--- config.mk ---
export PLATFORM = sky130hd
export DESIGN_NAME = alu_main_control
export DESIGN_NICKNAME = d
export VERILOG_FILES = /design/src/rtl/alu_main_control.sv
export SDC_FILE = /design/constraint.sdc
export NUM_CORES = 1
export LEC_CHECK = 0
export ABC_AREA = 1
export CORE_AREA = 5 5 42 44
export CTS_BUF_LIST = sky130_fd_sc_hd__clkbuf_4
export DETAILED_ROUTE_END_ITERATION = 7
export DIE_AREA = 0 0 47 49
export MAX_ROUTING_LAYER = met4
export PLACE_DENSITY = 0.8
export SLEW_MARGIN = 30
export SYNTH_ARGS = -nofsm -noshare
export SYNTH_HDL_FRONTEND = slang
export SYNTH_SLANG_ARGS = --single-unit
--- constraint.sdc ---
create_clock -name clk -period 2.3 [get_ports clk]
set_input_delay 0.46 -clock clk [delete_from_list [all_inputs] [get_ports clk]]
set_output_delay 0.46 -clock clk [all_outputs]
set_load 0.01 [all_outputs]
--- src/rtl/alu_main_control.sv ---
// Multicycle main control FSM (Moore) for the ALU/memory datapath.
// Define ALU_MAIN_CONTROL_ORI_EN to add the ORIEX state for ori.
module alu_main_control (
   input  logic       clk,
   input  logic       rst_n,
   input  logic [5:0] opcode,
   output logic [1:0] alu_op,
   output logic       pc_write,
   output logic       pc_write_cond,
   output logic       i_or_d,
   output logic       mem_read,
   output logic       mem_write,
   output logic       ir_write,
   output logic       mem_to_reg,
   output logic       reg_dst,
   output logic       reg_write,
   output logic       alu_src_a,
   output logic [1:0] alu_src_b,
   output logic [1:0] pc_source,
   output logic       illegal_op,
   output logic [3:0] state
);

   typedef enum logic [3:0] {
      FETCH  = 4'd0,
      DECODE = 4'd1,
      MEMADR = 4'd2,
      MEMRD  = 4'd3,
      MEMWB  = 4'd4,
      MEMWR  = 4'd5,
      EXEC   = 4'd6,
      ALUWB  = 4'd7,
      BEQ    = 4'd8,
      IMMEX  = 4'd9,
      IMMWB  = 4'd10,
      JUMP   = 4'd11
`ifdef ALU_MAIN_CONTROL_ORI_EN
      , ORIEX = 4'd12
`endif
   } state_t;

   localparam logic [5:0] OP_LW   = 6'b100011;
   localparam logic [5:0] OP_SW   = 6'b101011;
   localparam logic [5:0] OP_R    = 6'b000000;
   localparam logic [5:0] OP_BEQ  = 6'b000100;
   localparam logic [5:0] OP_ADDI = 6'b001000;
   localparam logic [5:0] OP_J    = 6'b000010;
`ifdef ALU_MAIN_CONTROL_ORI_EN
   localparam logic [5:0] OP_ORI  = 6'b001101;
`endif

   state_t cur_state;
   state_t nxt_state;
   state_t dec_next;
   logic   dec_legal;
   logic   illegal_q;

   always_comb begin
      dec_next  = FETCH;
      dec_legal = 1'b1;
      unique case (1'b1)
         (opcode == OP_LW),
         (opcode == OP_SW):   dec_next = MEMADR;
         (opcode == OP_R):    dec_next = EXEC;
         (opcode == OP_BEQ):  dec_next = BEQ;
         (opcode == OP_ADDI): dec_next = IMMEX;
         (opcode == OP_J):    dec_next = JUMP;
`ifdef ALU_MAIN_CONTROL_ORI_EN
         (opcode == OP_ORI):  dec_next = ORIEX;
`endif
         default:             dec_legal = 1'b0;
      endcase
   end

   always_ff @(posedge clk) begin
      if (!rst_n) begin
         cur_state <= FETCH;
         illegal_q <= 1'b0;
      end else begin
         cur_state <= nxt_state;
         illegal_q <= (cur_state == DECODE) && !dec_legal;
      end
   end

   always_comb begin
      nxt_state     = FETCH;
      alu_op        = 2'b00;
      alu_src_b     = 2'b00;
      pc_source     = 2'b00;
      pc_write      = 1'b0;
      pc_write_cond = 1'b0;
      i_or_d        = 1'b0;
      mem_read      = 1'b0;
      mem_write     = 1'b0;
      ir_write      = 1'b0;
      mem_to_reg    = 1'b0;
      reg_dst       = 1'b0;
      reg_write     = 1'b0;
      alu_src_a     = 1'b0;
      case (cur_state)
         FETCH: begin
            mem_read  = 1'b1;
            ir_write  = 1'b1;
            pc_write  = 1'b1;
            alu_src_b = 2'b01;
            nxt_state = DECODE;
         end
         DECODE: begin
            alu_src_b = 2'b11;
            nxt_state = dec_next;
         end
         MEMADR: begin
            alu_src_a = 1'b1;
            alu_src_b = 2'b10;
            nxt_state = (opcode == OP_LW) ? MEMRD : MEMWR;
         end
         MEMRD: begin
            i_or_d    = 1'b1;
            mem_read  = 1'b1;
            nxt_state = MEMWB;
         end
         MEMWB: begin
            mem_to_reg = 1'b1;
            reg_write  = 1'b1;
         end
         MEMWR: begin
            i_or_d    = 1'b1;
            mem_write = 1'b1;
         end
         EXEC: begin
            alu_src_a = 1'b1;
            alu_op    = 2'b10;
            nxt_state = ALUWB;
         end
         ALUWB: begin
            reg_dst   = 1'b1;
            reg_write = 1'b1;
         end
         BEQ: begin
            alu_src_a     = 1'b1;
            alu_op        = 2'b01;
            pc_source     = 2'b01;
            pc_write_cond = 1'b1;
         end
         IMMEX: begin
            alu_src_a = 1'b1;
            alu_src_b = 2'b10;
            nxt_state = IMMWB;
         end
         IMMWB: reg_write = 1'b1;
         JUMP: begin
            pc_source = 2'b10;
            pc_write  = 1'b1;
         end
`ifdef ALU_MAIN_CONTROL_ORI_EN
         ORIEX: begin
            alu_src_a = 1'b1;
            alu_src_b = 2'b10;
            alu_op    = 2'b11;
            nxt_state = IMMWB;
         end
`endif
         default: nxt_state = FETCH;
      endcase
   end

   assign illegal_op = illegal_q;
   assign state      = cur_state;

endmodule

==> flow_metrics.py, run 1 <==
metrics = {
    "worst_setup_path": {
        "slowest_delay_ps": 560,
        "required_ps": 1840,
        "cp_slowest_cell": "clkdlybuf4s50_1",
        "crit_fanout": 4,
        "path_class": "reg2out",
        "cp-start-kind": "flip-flop",
        "crit_top_cell": "inv_1",
        "cp_cell_sequence": "inv_1 -> nand2_1 -> inv_1 -> nand3_1 -> o21ai_0 -> clkdlybuf4s50_1",
        "crit_path_end_kind": "output pin",
        "critPathArrivalTime_ps": 1650,
    },
    "floorplan": {
        "die_w_um": 47,
        "die_area_um2": 2303,
        "rows": 14,
        "io_pins": 29,
        "start_util_pct": 33.93,
        "core_area_um2": 1401,
        "fp.dieH_um": 49,
    },
    "layout": {
        "area_delta_synth_final_pct": 68.42,
        "nNetsFinal": 135,
        "design_area_um2": 800.8,
        "fin_cells": 142,
        "n_antenna_cell": 0,
        "fill_cells": 156,
        "drive_above_1_share_pct": 6.349,
    },
    "clocking": {
        "clockBufferDepth": 2,
        "hold_buffers": 0,
        "htreeDepth": 1,
        "post_cts_buffers": 0,
        "clk_latency_ps": 240,
        "root_buffer": "clkbuf_4",
        "cts_buffers": 3,
        "cts_sinks": 5,
        "path_clk_slew_ps": 50,
        "tritoncts": "yes",
    },
    "timing": {
        "setup_viol": 0,
        "finalHoldViolCount": 0,
        "holdWs_ps": 644.2,
        "min_period_ps": 2108,
        "tns_ps": 0,
        "finalMaxSlewViolations": 0,
        "fmax_mhz": 474.3,
        "tightest_slew_ps": 266.3,
        "grt_setup_unrepaired": "false",
        "finalCritPeriodShare_pct": 91.67,
        "finClkSkew_ps": 0.8865,
        "slew_headroom_pct": 82.22,
    },
    "power": {
        "p_leak_nw": 0.4174,
        "p_per_area_nw_per_um2": 365.1,
        "vdd_ir_drop_max_mv": 0.2988,
        "power.total_uw": 292.3,
    },
    "placement": {
        "placed_cell_area_um2": 768.2,
        "gp_congestion": 0.8793,
        "dpl.cell_count": 138,
        "dp_hpwl_um": 1202,
        "io_buffers": 28,
    },
    "logic_synthesis": {
        "synth_nets": 103,
        "yosysWarningCount": 0,
        "ys_seq_area_share_pct": 21.05,
        "synth-seq-cells": 5,
        "syn_inst": 95,
        "synthDistinctLibCells": 15,
        "synth_area_per_cell_um2": 5.005,
        "synth_area_um2": 475.5,
    },
    "job": {
        "max_cap_violations": 0,
    },
    "global_routing": {
        "overflow": 0,
        "grt_pass1_wl_um": 2456,
        "first_global_vias": 614,
        "grt_max_degree": 9,
        "track_usage_pct": 14.43,
        "antenna_found_initial": 0,
    },
    "outcome": {
        "status": "finished, final reports clean",
    },
    "drt": {
        "final_antenna_net_count": 0,
        "drc_errors": 0,
        "post_drt_wl_per_cell_um": 10.08,
        "viasPerCell": 4.577,
        "drt_iter0_drc": 13,
        "first_pass_iters": 4,
        "routed_wl_um": 1432,
        "vias": 650,
    },
    "worst_hold_path": {
        "min_path_type": "reg2reg",
    },
}
## kinds of logic (layout without fill, tap and decap cells)
family | Yosys count | in the layout | synth area share, %
simple gates | 52 | 52 | 44.21
compound gates | 13 | 13 | 14.21
buf+inv | 25 | 56 | 20.53
flops | 5 | 5 | 21.05
## power breakdown
| part | internal [mW] | leakage [nW] | switching (mW) |
|---|---|---|---|
| Clock | 0.0775 | 0.0184 | 0.0388 |
| Combinational | 0.0414 | 0.358 | 0.0410 |
| Sequential | 0.0903 | 0.0408 | 0.00331 |
## cells in the final DEF (no fill, tap or decap)
cell / count
nand3_1: 3
o21ai_0: 7
a21oi_1: 3
nand2_1: 24
nor2_2: 2
nor2_1: 20
o21ai_1: 2
nor3_1: 1
nand4_1: 1
inv_2: 1
nand2_2: 1
clkbuf_4: 4
inv_1: 23
o211ai_1: 1
clkdlybuf4s50_1: 27
dlymetal6s2s_1: 1
dfxtp_1: 5
## what timing repair did
item                                    4_1_cts  5_1_grt
endpoints found under the setup margin        0        1
resized for setup                             0        1
endpoints found under the hold margin         0        0
## path summary, 6_finish.rpt
kind	from	endpoint	slack, ps	cells past startpoint
worst min register to register	state[3]	illegal_op	640	3
worst min-delay path	state[3]	illegal_op	640	3
worst max register to register	state[1]	state[2]	1110	7
worst max-delay path	state[3]	i_or_d	190	6
## critical path, delay by kind of cell (launching register included)
family	cells	cell delay (ps)
and+or+nand+nor	2	230
AOI/OAI and AO/OA	1	110
buffers and inverters	3	760
DFF	1	310
## cell usage after synthesis
| library cell | instances | area share (%) |
|---|---|---|
| buf_4 | 1 | 1.6 |
| o21ai_0 | 7 | 7.4 |
| a21oi_1 | 3 | 3.2 |
| nor2_1 | 20 | 16 |
| nand4_1 | 1 | 1.3 |
| nand3_1 | 3 | 3.2 |
| dfxtp_1 | 5 | 21 |
| o21ai_1 | 2 | 2.1 |
| o211ai_1 | 1 | 1.6 |
| inv_1 | 23 | 18 |
| nand2_2 | 1 | 1.3 |
| nor2_2 | 2 | 2.6 |
| nor3_1 | 1 | 1.1 |
| nand2_1 | 24 | 19 |
| inv_2 | 1 | 0.79 |
## per-layer routing
layer / up-vias / part of all wire, % / GRT usage [%]
met4: 0 / 0 / 4.147
li1: 347 / - / -
met5: - / 0 / -
met1: 279 / 39 / 15.57
met3: 0 / 8.6 / 4.059
met2: 24 / 52 / 24.66
## cell type report
class / instances / area [µm²] / area share (%)
flip-flops and latches: 5 / 100.1 / 12.50
repair buffers: 28 / 282.8 / 35.31
inverters: 24 / 90.09 / 11.25
well taps: 16 / 20.02 / 2.500
multi-input cells: 65 / 277.8 / 34.69
clock buffers: 4 / 30.03 / 3.750
## state kept, by name (all words and copies together), names as in the netlist
register / flops
illegal_op: 1
state: 4
## per-stage QoR
stage	util (%)	worst slack, ps
finish	57.14	191.6
CTS	56.96	128.0
global placement	54.82	391.8
detailed placement	54.82	393.9
floorplan	-	795.5
global route	57.14	91.67
Power figures use the tool's default switching activity.
==> inputs of run 2 (changes only) <==
--- a/config.mk
+++ b/config.mk
@@ -6,10 +6,10 @@
 export NUM_CORES = 1
 export LEC_CHECK = 0
 export ABC_AREA = 1
-export CORE_AREA = 5 5 42 44
+export CORE_AREA = 2 2 39 41
 export CTS_BUF_LIST = sky130_fd_sc_hd__clkbuf_4
 export DETAILED_ROUTE_END_ITERATION = 7
-export DIE_AREA = 0 0 47 49
+export DIE_AREA = 0 0 41 43
 export MAX_ROUTING_LAYER = met4
 export PLACE_DENSITY = 0.8
 export SLEW_MARGIN = 30
==> run 2 against run 1 <==
Net effect: final cell count stayed put; core utilization grew 0.54 points; register-to-register slack improved by 50 ps; wire length fell by 10%; largest power group unchanged.
==> flow_metrics.py, run 2 (synthesized netlist as in run 1, its figures left out) <==
metrics = {
    "floorplan": {
        "die_w_um": 41,
        "core_area_um2": 1384,
        "die_area_um2": 1763,
        "start_util_pct": 34.36,
        "fp.dieH_um": 43,
        "rows": 14,
        "io_pins": 29,
    },
    "layout": {
        "drive_above_1_share_pct": 6.349,
        "fin_cells": 142,
        "design_area_um2": 798.3,
        "fill_cells": 148,
        "nNetsFinal": 135,
        "layout_common_cells": "28 x clkdlybuf4s50_1, 24 x nand2_1, 23 x inv_1",
        "n_antenna_cell": 0,
        "area_delta_synth_final_pct": 67.89,
        "multi_input_area_um2": 277.8,
        "largest_reg_flops": 4,
        "ff_latch_area_um2": 100.1,
        "layout_commonest_cell": "clkdlybuf4s50_1",
    },
    "worst_setup_path": {
        "cp-start-kind": "flip-flop",
        "cp_cell_sequence": "inv_1 -> nor2_1 -> inv_1 -> nor2_1 -> nor2_1 -> o21ai_0 -> clkdlybuf4s50_1",
        "path_class": "reg2out",
        "reg2reg_to": "state[2]",
        "critical-path-top-delay-family": "buffers and inverters",
        "r2r_setup_slack_ps": 1160,
        "slowest_delay_ps": 550,
        "required_ps": 1840,
        "crit_fanout": 4,
        "cp.buffers_inverters": 3,
        "timing.rr.start": "state[1]",
        "reg2regPathDepth": 7,
        "crit_path_end_kind": "output pin",
        "cp_slowest_cell": "clkdlybuf4s50_1",
        "crit_top_cell": "nor2_1",
        "critPathArrivalTime_ps": 1690,
    },
    "timing": {
        "slew_headroom_pct": 83.51,
        "finalMaxSlewViolations": 0,
        "tns_ps": 0,
        "fmax_mhz": 464.2,
        "min_period_ps": 2154,
        "grt_setup_unrepaired": "false",
        "holdWs_ps": 662.0,
        "setup_viol": 0,
        "finalHoldViolCount": 0,
        "tightest_slew_ps": 247.0,
        "finClkSkew_ps": 3.417,
        "finalCritPeriodShare_pct": 93.67,
    },
    "drt": {
        "post_drt_wl_per_cell_um": 9.028,
        "viasPerCell": 4.556,
        "first_pass_iters": 4,
        "highest_layer": "met3",
        "vias": 647,
        "drt-met1-wl_um": 531,
        "final_antenna_net_count": 0,
        "wl_met2_um": 670,
        "wl_met3_um": 80,
        "routed_wl_um": 1282,
        "drt_iter0_drc": 30,
        "drc_errors": 0,
    },
    "placement": {
        "placed_cell_area_um2": 768.2,
        "dp_hpwl_um": 1076,
        "io_buffers": 28,
        "gp_congestion": 0.8395,
        "dpl.cell_count": 138,
    },
    "power": {
        "p_per_area_nw_per_um2": 359.6,
        "power.total_uw": 287.0,
        "p_leak_nw": 0.3987,
        "vdd_ir_drop_max_mv": 0.2680,
    },
    "global_routing": {
        "grt_max_degree": 9,
        "first_global_vias": 549,
        "antenna_found_initial": 0,
        "overflow": 0,
        "grt_pass1_wl_um": 2001,
        "track_usage_pct": 16.17,
    },
    "outcome": {
        "status": "finished, final reports clean",
    },
    "worst_hold_path": {
        "hold_depth": 3,
        "hold_start": "state[3]",
        "min_path_type": "reg2reg",
        "min_to": "illegal_op",
    },
    "clocking": {
        "clockBufferDepth": 2,
        "post_cts_buffers": 0,
        "tritoncts": "yes",
        "cts_sinks": 5,
        "path_clk_slew_ps": 40,
        "cts_buffers": 3,
        "clk_latency_ps": 240,
        "hold_buffers": 0,
        "htreeDepth": 1,
        "ctsResizeCount": 0,
        "root_buffer": "clkbuf_4",
    },
    "job": {
        "max_cap_violations": 0,
    },
}
[run 2: cell type report]
type / count / area share, %
Clock buffer: 4 / 3.762
Inverter: 24 / 11.29
Multi-Input combinational cell: 65 / 34.80
Sequential cell: 5 / 12.54
Tap cell: 16 / 2.508
Timing Repair Buffer: 28 / 35.11
[run 2: worst max path at each step]
| stage | start | endpoint | slack [ps] | cells after the start |
|---|---|---|---|---|
| floorplan | state[2] | reg_write | 800 | 6 |
| global placement | state[2] | reg_write | 400 | 7 |
| detailed placement | state[2] | reg_write | 420 | 7 |
| CTS | state[3] | i_or_d | 140 | 6 |
| global route | state[2] | reg_write | 8 | 7 |
| finish | state[2] | reg_write | 150 | 7 |
[run 2: metrics by stage]
stage,setup WS [ps],utilization [%]
2_1_floorplan,795.5,-
3_3_place_gp,396.3,55.52
3_5_place_dp,416.5,55.52
4_1_cts,140.7,57.69
5_1_grt,8.497,57.69
6_report,145.6,57.69
[run 2: where the power goes]
part / total (mW) / internal, mW / switching (mW)
clock: 0.112 / 0.0773 / 0.0351
combinational: 0.0810 / 0.0414 / 0.0396
sequential: 0.0937 / 0.0904 / 0.00327
total: 0.287 / 0.209 / 0.0780
[run 2: metal layers]
layer | vias up | GRT usage (%)
li1 | 343 | -
met1 | 278 | 17.10
met2 | 26 | 28.75
met3 | 0 | 1.571
met4 | 0 | 6.000
met5 | - | -
[run 2: tightest hold or removal path: cells and delay by family, from the launching register on]
family / cells / cell delay [ps]
simple gates: 1 / 70
buf+inv: 1 / 90
flops: 1 / 340
compound gates: 1 / 110
